--- config.mk ---
export PLATFORM = sky130hd
export DESIGN_NAME = ssd_scan_decoder
export DESIGN_NICKNAME = d
export VERILOG_FILES = /design/src/rtl/ssd_pkg.sv /design/src/rtl/ssd_seg_decode.sv /design/src/rtl/ssd_scan_decoder.sv
export SDC_FILE = /design/constraint.sdc
export NUM_CORES = 1
export LEC_CHECK = 0
export ABC_AREA = 1
export CORE_UTILIZATION = 53
export CTS_CLUSTER_DIAMETER = 120
export DETAILED_ROUTE_END_ITERATION = 12
export PLACE_DENSITY_LB_ADDON = 0.12
export SYNTH_ARGS = -nofsm -noshare
export SYNTH_HDL_FRONTEND = slang
export SYNTH_HIERARCHICAL = 1
export SYNTH_SLANG_ARGS = --single-unit
--- constraint.sdc ---
create_clock -name clk -period 2.6 [get_ports clk]
set_input_delay 0.52 -clock clk [delete_from_list [all_inputs] [get_ports clk]]
set_output_delay 0.52 -clock clk [all_outputs]
set_load 0.005 [all_outputs]
--- src/rtl/ssd_pkg.sv ---
// +----------------------------------------------------------------------------+
// | ssd_pkg: seven-segment encodings and digit count shared by driver/decoder |
// | Rev 1.0                                                                    |
// +----------------------------------------------------------------------------+
`default_nettype none

package ssd_pkg;
   localparam int NUM_DIGITS = 4;

   // active-low gfedcba
   localparam logic [6:0] SEG_0     = 7'h40;
   localparam logic [6:0] SEG_1     = 7'h79;
   localparam logic [6:0] SEG_2     = 7'h24;
   localparam logic [6:0] SEG_3     = 7'h30;
   localparam logic [6:0] SEG_4     = 7'h19;
   localparam logic [6:0] SEG_5     = 7'h12;
   localparam logic [6:0] SEG_6     = 7'h02;
   localparam logic [6:0] SEG_7     = 7'h78;
   localparam logic [6:0] SEG_8     = 7'h00;
   localparam logic [6:0] SEG_9     = 7'h10;
   localparam logic [6:0] SEG_A     = 7'h08;
   localparam logic [6:0] SEG_B     = 7'h03;
   localparam logic [6:0] SEG_C     = 7'h46;
   localparam logic [6:0] SEG_D     = 7'h21;
   localparam logic [6:0] SEG_E     = 7'h06;
   localparam logic [6:0] SEG_F     = 7'h0E;
   localparam logic [6:0] SEG_BLANK = 7'h7F;

   typedef struct packed {
      logic       legal;
      logic       blank;
      logic [3:0] nibble;
   } seg_dec_t;
endpackage

`default_nettype wire

--- src/rtl/ssd_seg_decode.sv ---
// +----------------------------------------------------------------------------+
// | ssd_seg_decode: combinational active-low segment pattern to hex nibble    |
// | Rev 1.0                                                                    |
// +----------------------------------------------------------------------------+
`default_nettype none

module ssd_seg_decode
   import ssd_pkg::*;
(
   input  logic [6:0] seg_n,
   output seg_dec_t   dec
);

   always_comb begin
      dec.legal  = 1'b1;
      dec.nibble = 4'h0;
      case (seg_n)
         SEG_0:   dec.nibble = 4'h0;
         SEG_1:   dec.nibble = 4'h1;
         SEG_2:   dec.nibble = 4'h2;
         SEG_3:   dec.nibble = 4'h3;
         SEG_4:   dec.nibble = 4'h4;
         SEG_5:   dec.nibble = 4'h5;
         SEG_6:   dec.nibble = 4'h6;
         SEG_7:   dec.nibble = 4'h7;
         SEG_8:   dec.nibble = 4'h8;
         SEG_9:   dec.nibble = 4'h9;
         SEG_A:   dec.nibble = 4'hA;
         SEG_B:   dec.nibble = 4'hB;
         SEG_C:   dec.nibble = 4'hC;
         SEG_D:   dec.nibble = 4'hD;
         SEG_E:   dec.nibble = 4'hE;
         SEG_F:   dec.nibble = 4'hF;
         default: dec.legal  = 1'b0;
      endcase
      dec.blank = (seg_n == SEG_BLANK);
   end

endmodule

`default_nettype wire

--- src/rtl/ssd_scan_decoder.sv ---
// +----------------------------------------------------------------------------+
// | ssd_scan_decoder: recovers 4 hex digits from a multiplexed 7-seg bus.     |
// | Optional decimal-point capture enabled by defining SSD_DECODE_DP_EN.      |
// | Rev 1.0                                                                    |
// +----------------------------------------------------------------------------+
`default_nettype none

module ssd_scan_decoder
   import ssd_pkg::*;
#(
   parameter int STABLE_CYCLES = 4,
   parameter int TIMEOUT_W     = 12
) (
   input  logic                      clk,
   input  logic                      rst_n,
   input  logic [NUM_DIGITS-1:0]     an_n,
   input  logic [6:0]                seg_n,
`ifdef SSD_DECODE_DP_EN
   input  logic                      dp_n,
   output logic [NUM_DIGITS-1:0]     digit_dp,
`endif
   output logic [4*NUM_DIGITS-1:0]   digit_hex,
   output logic [NUM_DIGITS-1:0]     digit_valid,
   output logic [NUM_DIGITS-1:0]     digit_err,
   output logic                      update,
   output logic                      anode_err
);

   localparam int STAB_W = $clog2(STABLE_CYCLES);
   localparam logic [STAB_W-1:0] C_STAB_MAX = STAB_W'(STABLE_CYCLES - 1);
   localparam int AN_LSB = 7;
`ifdef SSD_DECODE_DP_EN
   localparam int SMP_W = NUM_DIGITS + 8;
`else
   localparam int SMP_W = NUM_DIGITS + 7;
`endif

   logic [SMP_W-1:0]            w_smp_in, r_smp, r_smp_prev;
   logic [STAB_W-1:0]           r_stab, w_stab_next;
   logic                        r_captured, w_change, w_capture;
   logic [NUM_DIGITS-1:0]       w_an, w_hit, w_stale;
   logic                        w_an_onehot, w_an_multi, w_upd;
   logic [TIMEOUT_W-1:0]        r_refresh  [NUM_DIGITS];
   logic [TIMEOUT_W-1:0]        w_ref_next [NUM_DIGITS];
   logic [4*NUM_DIGITS-1:0]     r_hex;
   logic [NUM_DIGITS-1:0]       r_valid, r_err;
   logic                        r_update, r_anode_err;
   seg_dec_t                    w_dec;

`ifdef SSD_DECODE_DP_EN
   logic [NUM_DIGITS-1:0]       r_dp;
   assign w_smp_in = {dp_n, an_n, seg_n};
   assign digit_dp = r_dp;
`else
   assign w_smp_in = {an_n, seg_n};
`endif

   ssd_seg_decode u_dec (
      .seg_n (r_smp[6:0]),
      .dec   (w_dec)
   );

   // A dwell captures exactly once, on the edge its stability count reaches the threshold
   always_comb begin
      w_change    = (r_smp != r_smp_prev);
      w_stab_next = w_change ? '0 : ((r_stab == C_STAB_MAX) ? r_stab : r_stab + 1'b1);
      w_capture   = !w_change && (w_stab_next == C_STAB_MAX) && !r_captured;
      w_an        = r_smp[AN_LSB +: NUM_DIGITS];
      w_an_onehot = $onehot(~w_an);
      w_an_multi  = !(&w_an) && !w_an_onehot;
      w_upd       = 1'b0;
      for (int i = 0; i < NUM_DIGITS; i++) begin
         w_hit[i]      = w_capture && w_an_onehot && !w_an[i];
         w_ref_next[i] = w_hit[i] ? '0 : ((&r_refresh[i]) ? r_refresh[i] : r_refresh[i] + 1'b1);
         w_stale[i]    = &w_ref_next[i];
         if (w_hit[i] && w_dec.legal && (r_hex[4*i +: 4] != w_dec.nibble))
            w_upd = 1'b1;
      end
   end

   always_ff @(posedge clk) begin
      if (!rst_n) begin
         r_smp      <= '1;
         r_smp_prev <= '1;
         r_stab     <= '0;
         r_captured <= 1'b0;
      end else begin
         r_smp      <= w_smp_in;
         r_smp_prev <= r_smp;
         r_stab     <= w_stab_next;
         r_captured <= !w_change && (r_captured || w_capture);
      end
   end

   always_ff @(posedge clk) begin
      if (!rst_n) begin
         r_hex       <= '0;
         r_valid     <= '0;
         r_err       <= '0;
         r_update    <= 1'b0;
         r_anode_err <= 1'b0;
`ifdef SSD_DECODE_DP_EN
         r_dp        <= '0;
`endif
         for (int i = 0; i < NUM_DIGITS; i++)
            r_refresh[i] <= '0;
      end else begin
         r_update    <= w_upd;
         r_anode_err <= w_capture && w_an_multi;
         for (int i = 0; i < NUM_DIGITS; i++) begin
            r_refresh[i] <= w_ref_next[i];
            if (w_hit[i]) begin
               if (w_dec.legal) begin
                  r_hex[4*i +: 4] <= w_dec.nibble;
                  r_valid[i]      <= 1'b1;
                  r_err[i]        <= 1'b0;
`ifdef SSD_DECODE_DP_EN
                  r_dp[i]         <= ~r_smp[SMP_W-1];
`endif
               end else begin
                  r_valid[i] <= 1'b0;
                  r_err[i]   <= !w_dec.blank;
               end
            end else if (w_stale[i]) begin
               r_valid[i] <= 1'b0;
            end
         end
      end
   end

   assign digit_hex   = r_hex;
   assign digit_valid = r_valid;
   assign digit_err   = r_err;
   assign update      = r_update;
   assign anode_err   = r_anode_err;

endmodule

`default_nettype wire
=== After elaboration in Yosys (flattened, before gate mapping) ===
Memory sizes are Yosys's and may differ from the RTL's.
Cells that the tools add are included.

* Memories: 1
* Word-level logic and storage cells: 135
* RAM bits: 48
* Register bits after elaboration: 51
* Input bits: 13
* Output and inout bits: 26

{| class="wikitable"
|+ Memories
! name !! depth !! bits a word !! rd ports !! clocked after memory_dff !! wr ports !! RTL line !! RTL
|-
| r_refresh || 4 || 12 || 4 || 0 || 4 || ssd_scan_decoder.sv:43 || <nowiki>logic [TIMEOUT_W-1:0] r_refresh [NUM_DIGITS];</nowiki>
|}

* Multiplexer cells: 32
* Add/sub/neg operators: 8
* Equality and inequality tests: 24
* Reduce and logical (&&, ||, !) cells: 47
* Bitwise logic cells: 5

{| class="wikitable"
|+ Operators by type and width
! kind !! count
|-
| 2-to-1 mux 12 bit || 12
|-
| AND reduction 12 bit || 8
|-
| case mux 4 bit (15 select lines) || 1
|-
| adder 12 x 1 -> 12 bit, second input constant || 4
|-
| == test 7 bit, second input constant || 5
|-
| == test 7 x 5 -> 1 bit, second input constant || 3
|-
| == test 7 x 6 -> 1 bit, second input constant || 3
|-
| logical AND 1 bit || 18
|-
| 2-to-1 mux 1 bit || 17
|-
| inequality test 4 bit || 4
|-
| OR reduction 16 bit || 1
|-
| == test 7 x 2 -> 1 bit, second input constant || 2
|-
| == test 7 x 4 -> 1 bit, second input constant || 2
|-
| inequality test 11 bit || 1
|-
| zero test 1 bit || 9
|-
| AND reduction 2 bit || 4
|-
| nonzero test 2 bit || 4
|-
| == test 7 x 3 -> 1 bit, second input constant || 1
|-
| zero test 7 bit || 1
|-
| adder 1 x 1 -> 2 bit || 2
|-
| == test 2 bit, second input constant || 2
|-
| 2-to-1 mux 2 bit || 2
|-
| NOT 4 bit || 1
|-
| OR 1 bit || 4
|-
| other kinds (5) || 5
|}

=== Logic depth before layout (Yosys ltp) ===
* Depth in word-level cells: 14
* Mapped depth: 15
* Gate-level depth less buffers: 15

=== By module ===
Netlist, hierarchy kept.

{| class="wikitable"
|+ By module, submodules not included
! module !! instances !! cells each !! area each (µm²) !! seq. area each (µm²)
|-
| ssd_scan_decoder || 1 || 637 || 4789.6 || 1981.9
|-
| ssd_seg_decode || 1 || 77 || 341.6 || 0.0
|}

=== Worst setup path before layout ===
No wires, ideal clock.

* Path kind: reg-to-reg
* Start: register r_smp[7]
* End: register r_update, in the netlist update
* Data arrival time: 2447 ps
* Path slack: 88 ps
* Setup time: 65 ps
* Buffers on the path: 0
* Clock period less this slack: 2512 ps
* Required time: 2535 ps
* Cell stages (with the launch flop): 12
* Cells stage by stage: dfxtp_1 fa_1 inv_1 ha_1 ha_1 nor3_4 nand4_4 nor2_8 o41ai_1 o21ai_1 nor2_1 nor2_1

* Word-level cells in the longest chain between the ends: 13
* Elaborated cells on any way between the ends: 28
* Those cells by class: 2 x add/sub; 3 x eq/ne; 5 x mux; 1 x bitwise; 17 x reduce/logical

{| class="wikitable"
|+ RTL lines
! item !! RTL line !! RTL
|-
| from (decl) || ssd_scan_decoder.sv:38 || <nowiki>logic [SMP_W-1:0] w_smp_in, r_smp, r_smp_prev;</nowiki>
|-
| from (signal assigned) || ssd_scan_decoder.sv:88 || <nowiki>r_smp <= w_smp_in;</nowiki>
|-
| inequality test 11 bit || ssd_scan_decoder.sv:65 || <nowiki>w_change = (r_smp != r_smp_prev);</nowiki>
|-
| 2-to-1 mux 2 bit || ssd_scan_decoder.sv:66 || <nowiki>w_stab_next = w_change ? '0 : ((r_stab == C_STAB_MAX) ? r_stab : r_stab + 1'b1);</nowiki>
|-
| == test 2 bit || ssd_scan_decoder.sv:67 || <nowiki>w_capture = !w_change && (w_stab_next == C_STAB_MAX) && !r_captured;</nowiki>
|-
| logical AND 1 bit (2 in a row) || ssd_scan_decoder.sv:67 ||
|-
| logical AND 1 bit (2 in a row) || ssd_scan_decoder.sv:73 || <nowiki>w_hit[i] = w_capture && w_an_onehot && !w_an[i];</nowiki>
|-
| logical AND 1 bit (2 in a row) || ssd_scan_decoder.sv:76 || <nowiki>if (w_hit[i] && w_dec.legal && (r_hex[4*i +: 4] != w_dec.nibble))</nowiki>
|-
| 2-to-1 mux 1 bit (3 in a row) || ssd_scan_decoder.sv:76 ||
|-
| 2-to-1 mux 1 bit * || ssd_scan_decoder.sv:76 ||
|-
| to (signal assigned) || ssd_scan_decoder.sv:108 || <nowiki>r_update <= w_upd;</nowiki>
|-
| to (decl) || ssd_scan_decoder.sv:47 || <nowiki>logic r_update, r_anode_err;</nowiki>
|}

Mark *: on every way between the ends. The rest lies on a longest branch, timed or not.
A chain may end at the register's enable or synchronous reset.

=== Worst setup path after layout ===
* Start: register r_smp[7]
* End: register r_hex[3], in the netlist digit_hex[3]

* Word-level cells in the longest chain between the ends: 8
* Elaborated cells on any way between the ends: 14
* Those cells by class: 2 x add/sub; 3 x eq/ne; 1 x mux; 1 x bitwise; 7 x reduce/logical

{| class="wikitable"
|+ RTL lines
! item !! RTL line !! RTL
|-
| inequality test 11 bit || ssd_scan_decoder.sv:65 ||
|-
| 2-to-1 mux 2 bit || ssd_scan_decoder.sv:66 ||
|-
| == test 2 bit || ssd_scan_decoder.sv:67 ||
|-
| logical AND 1 bit (2 in a row) || ssd_scan_decoder.sv:67 ||
|-
| logical AND 1 bit || ssd_scan_decoder.sv:73 ||
|-
| logical AND 1 bit * || ssd_scan_decoder.sv:73 ||
|-
| AND reduction 2 bit (no line) * || n/a ||
|-
| to (signal, indexed assignment) || ssd_scan_decoder.sv:114 || <nowiki>r_hex[4*i +: 4] <= w_dec.nibble;</nowiki>
|-
| to (decl) || ssd_scan_decoder.sv:45 || <nowiki>logic [4*NUM_DIGITS-1:0] r_hex;</nowiki>
|}

Marked as above.

==> key figures <==
Floorplan
  • Initial standard-cell utilization of the core: between 50% and 60%
  • Core Region: around 9300 sq um
  • Die width: 100 um
  • Die Footprint: approximately 10000 sq um
  • Top-level port count: 39
  • Die outline height: approximately 100 um
  • Placement row count: 35

Hold path
  • Worst hold-check path type: reg2reg

Placed design
  • Post-DP HPWL: around 8300 um
  • GPL Wtd Cong: approximately 0.85
  • Number of port buffers: 38
  • Placed Cells incl. Taps: between 800 and 900

Global route
  • Total GRT Usage: a little under a quarter
  • First-pass GRT wire length: around 19000 um
  • Initial antenna violation count: 0
  • Aggregate global routing overflow: 0
  • Vias in the first global route: roughly 4200
  • Pin count of the biggest net entering global routing: 34

Clock network
  • CTS tree: done
  • Htree depth: 3
  • Master cell of the clock root buffer: clkbuf_8
  • Clock insertion delay at the later pin of the skew report: between 300 and 400 ps
  • Num CTS Buffers: 9
  • Clock slew at the register clock pins of the worst setup and hold paths: approximately 90 ps
  • Sinks on the clock net: 99
  • Maximum root-to-sink buffer count: 2

Power
  • Pwr/cell area: between 400 and 500 nW/um^2
  • Final Power: between 2000 and 3000 uW
  • Leakage power: 0.00269 uW
  • Peak supply drop: ~440 uV

Drt
  • Via count: around 4600
  • First-iteration detailed-routing DRC count: 149
  • Antenna Nets Post-Route: 0
  • Drt via density: a little over 5
  • Metal1 wirelength: about 5500 um
  • Total DRC errors in the routed layout: 0
  • Total routed wirelength: 11000 um
  • First-pass iteration count of the detailed router: 5
  • Uppermost metal layer occupied by signal nets: met4
  • Met3 Wirelength: approximately 310 um
  • Average detailed-routed wire length per instance: 12.3 um
  • Met2 routed WL: slightly above 5000 um

STA
  • Slew Limit Headroom: between 60% and 70%
  • Measured slew at the worst slew-check pin: between 400 and 500 ps
  • Highest clock rate: 0.410 GHz
  • Final setup TNS: 0 ps
  • Final cycle utilization of the critical path: roughly 94%
  • Clock skew after layout: around 12 ps
  • Pins over their slew limit: 0
  • Total of endpoints with negative setup slack in the final report: 0
  • Worst Hold Margin: ~450 ps
  • Period minus WS final: between 2000 and 2500 ps
  • Final hold viol count: 0
  • Unrepaired setup endpoints after global routing: false

Critical path
  • Highest net fanout along the worst path: 9
  • Buffers and inverters on the worst path: 3
  • Crit path cell chain: fa_1, inv_1, ha_1, ha_4, nor3_4, buf_12, nand4_4, nor2_8, buf_4, o21ai_0, a21oi_1
  • Top delay family on crit path: adder cells
  • Data arrival time of the critical path: approximately 2700 ps
  • Max incr delay on CP: 530 ps
  • Setup CP Type: reg2reg
  • Required time of the critical path: ~2900 ps
  • Highest-delay cell along the critical path: fa_1
  • Setup crit start kind: register
  • Sort of element at the end of the critical path: register

Run
  • Number of maximum-capacitance violations: 0

Cells and area
  • Layout net count: a little under 800
  • Fraction of final layout cells sized beyond drive strength 1: between 10% and 20%
  • Diodes inserted: 0
  • Non-filler cells, final: ~900
  • Final Util: roughly 64%
  • Area overhead of the layout relative to synthesis: 16.8%
  • Fillers: 846

Synth
  • Mapped cell area: 5130 sq um
  • Count of flip-flops with a built-in enable after synthesis: 0
  • Average footprint of a synthesized cell: between 7 and 8 sq um
  • Number of nets produced by synthesis: 735
  • Top cells by instance count after synthesis: nand2_1 (146), dfxtp_1 (99), nor2_1 (90), inv_1 (86), nand3_1 (45)
  • Most instantiated flip-flop cell in the synthesis netlist: dfxtp_1
  • Number of standard cells after synthesis: 714
  • Area share of the largest cell type after synthesis: between 30% and 40%
  • Number of warnings issued by yosys: 6
  • Cell taking the most area after synthesis: dfxtp_1
  • Cell with the most instances after synthesis: nand2_1
  • Synth top area cells: dfxtp_1 (39%), nand2_1 (11%), nor2_1 (6.6%)
  • Number of distinct library cells after synthesis: 39
  • Sequential-to-total area share from yosys stat: between 30% and 40%
  • Share of flip-flops with an asynchronous set or reset: 0%
  • Seq cells post-synth: 99

Run status
  • Run status: finished clean
[cells in the final DEF, fill, tap and decap left out, drive strengths merged]
master | Yosys | layout
and3 | 1 | 1
nand4 | 21 | 21
and2 | 3 | 3
a31oi | 6 | 6
o22ai | 1 | 1
a211oi | 3 | 3
fa | 1 | 1
nand3 | 47 | 47
clkbuf | 11 | 11
nand3b | 4 | 4
buf | 0 | 16
nand2 | 150 | 150
nor4 | 2 | 2
a21oi | 42 | 42
o21a | 1 | 1
o21ai | 32 | 32
clkdlybuf4s50 | 0 | 38
nor2 | 104 | 104
nor3 | 16 | 16
inv | 94 | 94
a31o | 1 | 1
ha | 7 | 7
or2 | 23 | 23
xor2 | 36 | 36
clkinvlp | 0 | 3
o21bai | 1 | 1
dfxtp | 99 | 99
xnor2 | 7 | 7
o41ai | 1 | 1
bufinv | 0 | 1
[final timing paths]
path,to,depth (start not counted),start,slack [ps]
setup / recovery,digit_hex[3],11,r_smp[7],160
hold reg to reg,r_stab[0],1,r_stab[0],450
hold / removal,r_stab[0],1,r_stab[0],450
setup reg to reg,digit_hex[3],11,r_smp[7],160
[registers in the layout, indices dropped and copies added, names as in the netlist]
signal       count
update           1
digit_valid      4
anode_err        1
digit_err        4
r_refresh       48
r_smp           11
digit_hex       16
r_smp_prev      11
r_stab           2
r_captured       1
[cell type report]
class	instances	area (sq um)	share of cell area, %
clock inverters	4	52.6	0.877
repair buffers	54	538	8.98
flip-flops and latches	99	1980	33.1
clock buffers	11	131	2.19
multi-input cells	510	2770	46.3
well taps	129	161	2.69
inverters	94	353	5.89
[cell families after synthesis]
family | count (synthesis) | synth area share [%]
compound gates | 88 | 9.14
xor+xnor | 43 | 7.34
fa+ha+maj | 8 | 2.10
buf+inv | 105 | 7.68
flops | 99 | 38.6
simple gates | 371 | 35.1
[metrics by stage]
step                      setup slack [ps]  cell area (sq um)
after global routing                  9.20               5990
after floorplan                       88.4               5130
after CTS                             32.0               5940
after global placement                 116               5750
final                                  162               5990
after detailed placement              68.6               5750
[worst register-to-register path, delay by kind of cell, from the launching register on]
family	cells	cell delay, ps
flip-flops	1	340
AND/OR/NAND/NOR	3	580
buffers and inverters	3	350
adder cells (fa/ha/maj)	3	950
AO/OA/AOI/OAI	2	160
[power breakdown]
| group | leakage [uW] | internal, uW | switching, uW |
|---|---|---|---|
| sequential | 0.000805 | 1550 | 29.1 |
| clock | 0.0000816 | 441 | 512 |
| combinational | 0.00180 | 102 | 132 |
| total | 0.00269 | 2090 | 673 |
[per-layer routing]
| metal | vias to the layer above | GRT usage [%] |
|---|---|---|
| met5 | - | 0 |
| met4 | 0 | 7.25 |
| met3 | 13 | 5.22 |
| met2 | 61 | 37.7 |
| met1 | 2112 | 30.9 |
| li1 | 2394 | - |
[repair_timing]
| action | in CTS | in global routing |
|---|---|---|
| setup buffers | 0 | 5 |
| hold buffers | 0 | 0 |
| gates resized for setup | 0 | 3 |
| setup endpoints to repair | 0 | 53 |
No activity file was read; power rests on OpenSTA's default activity.
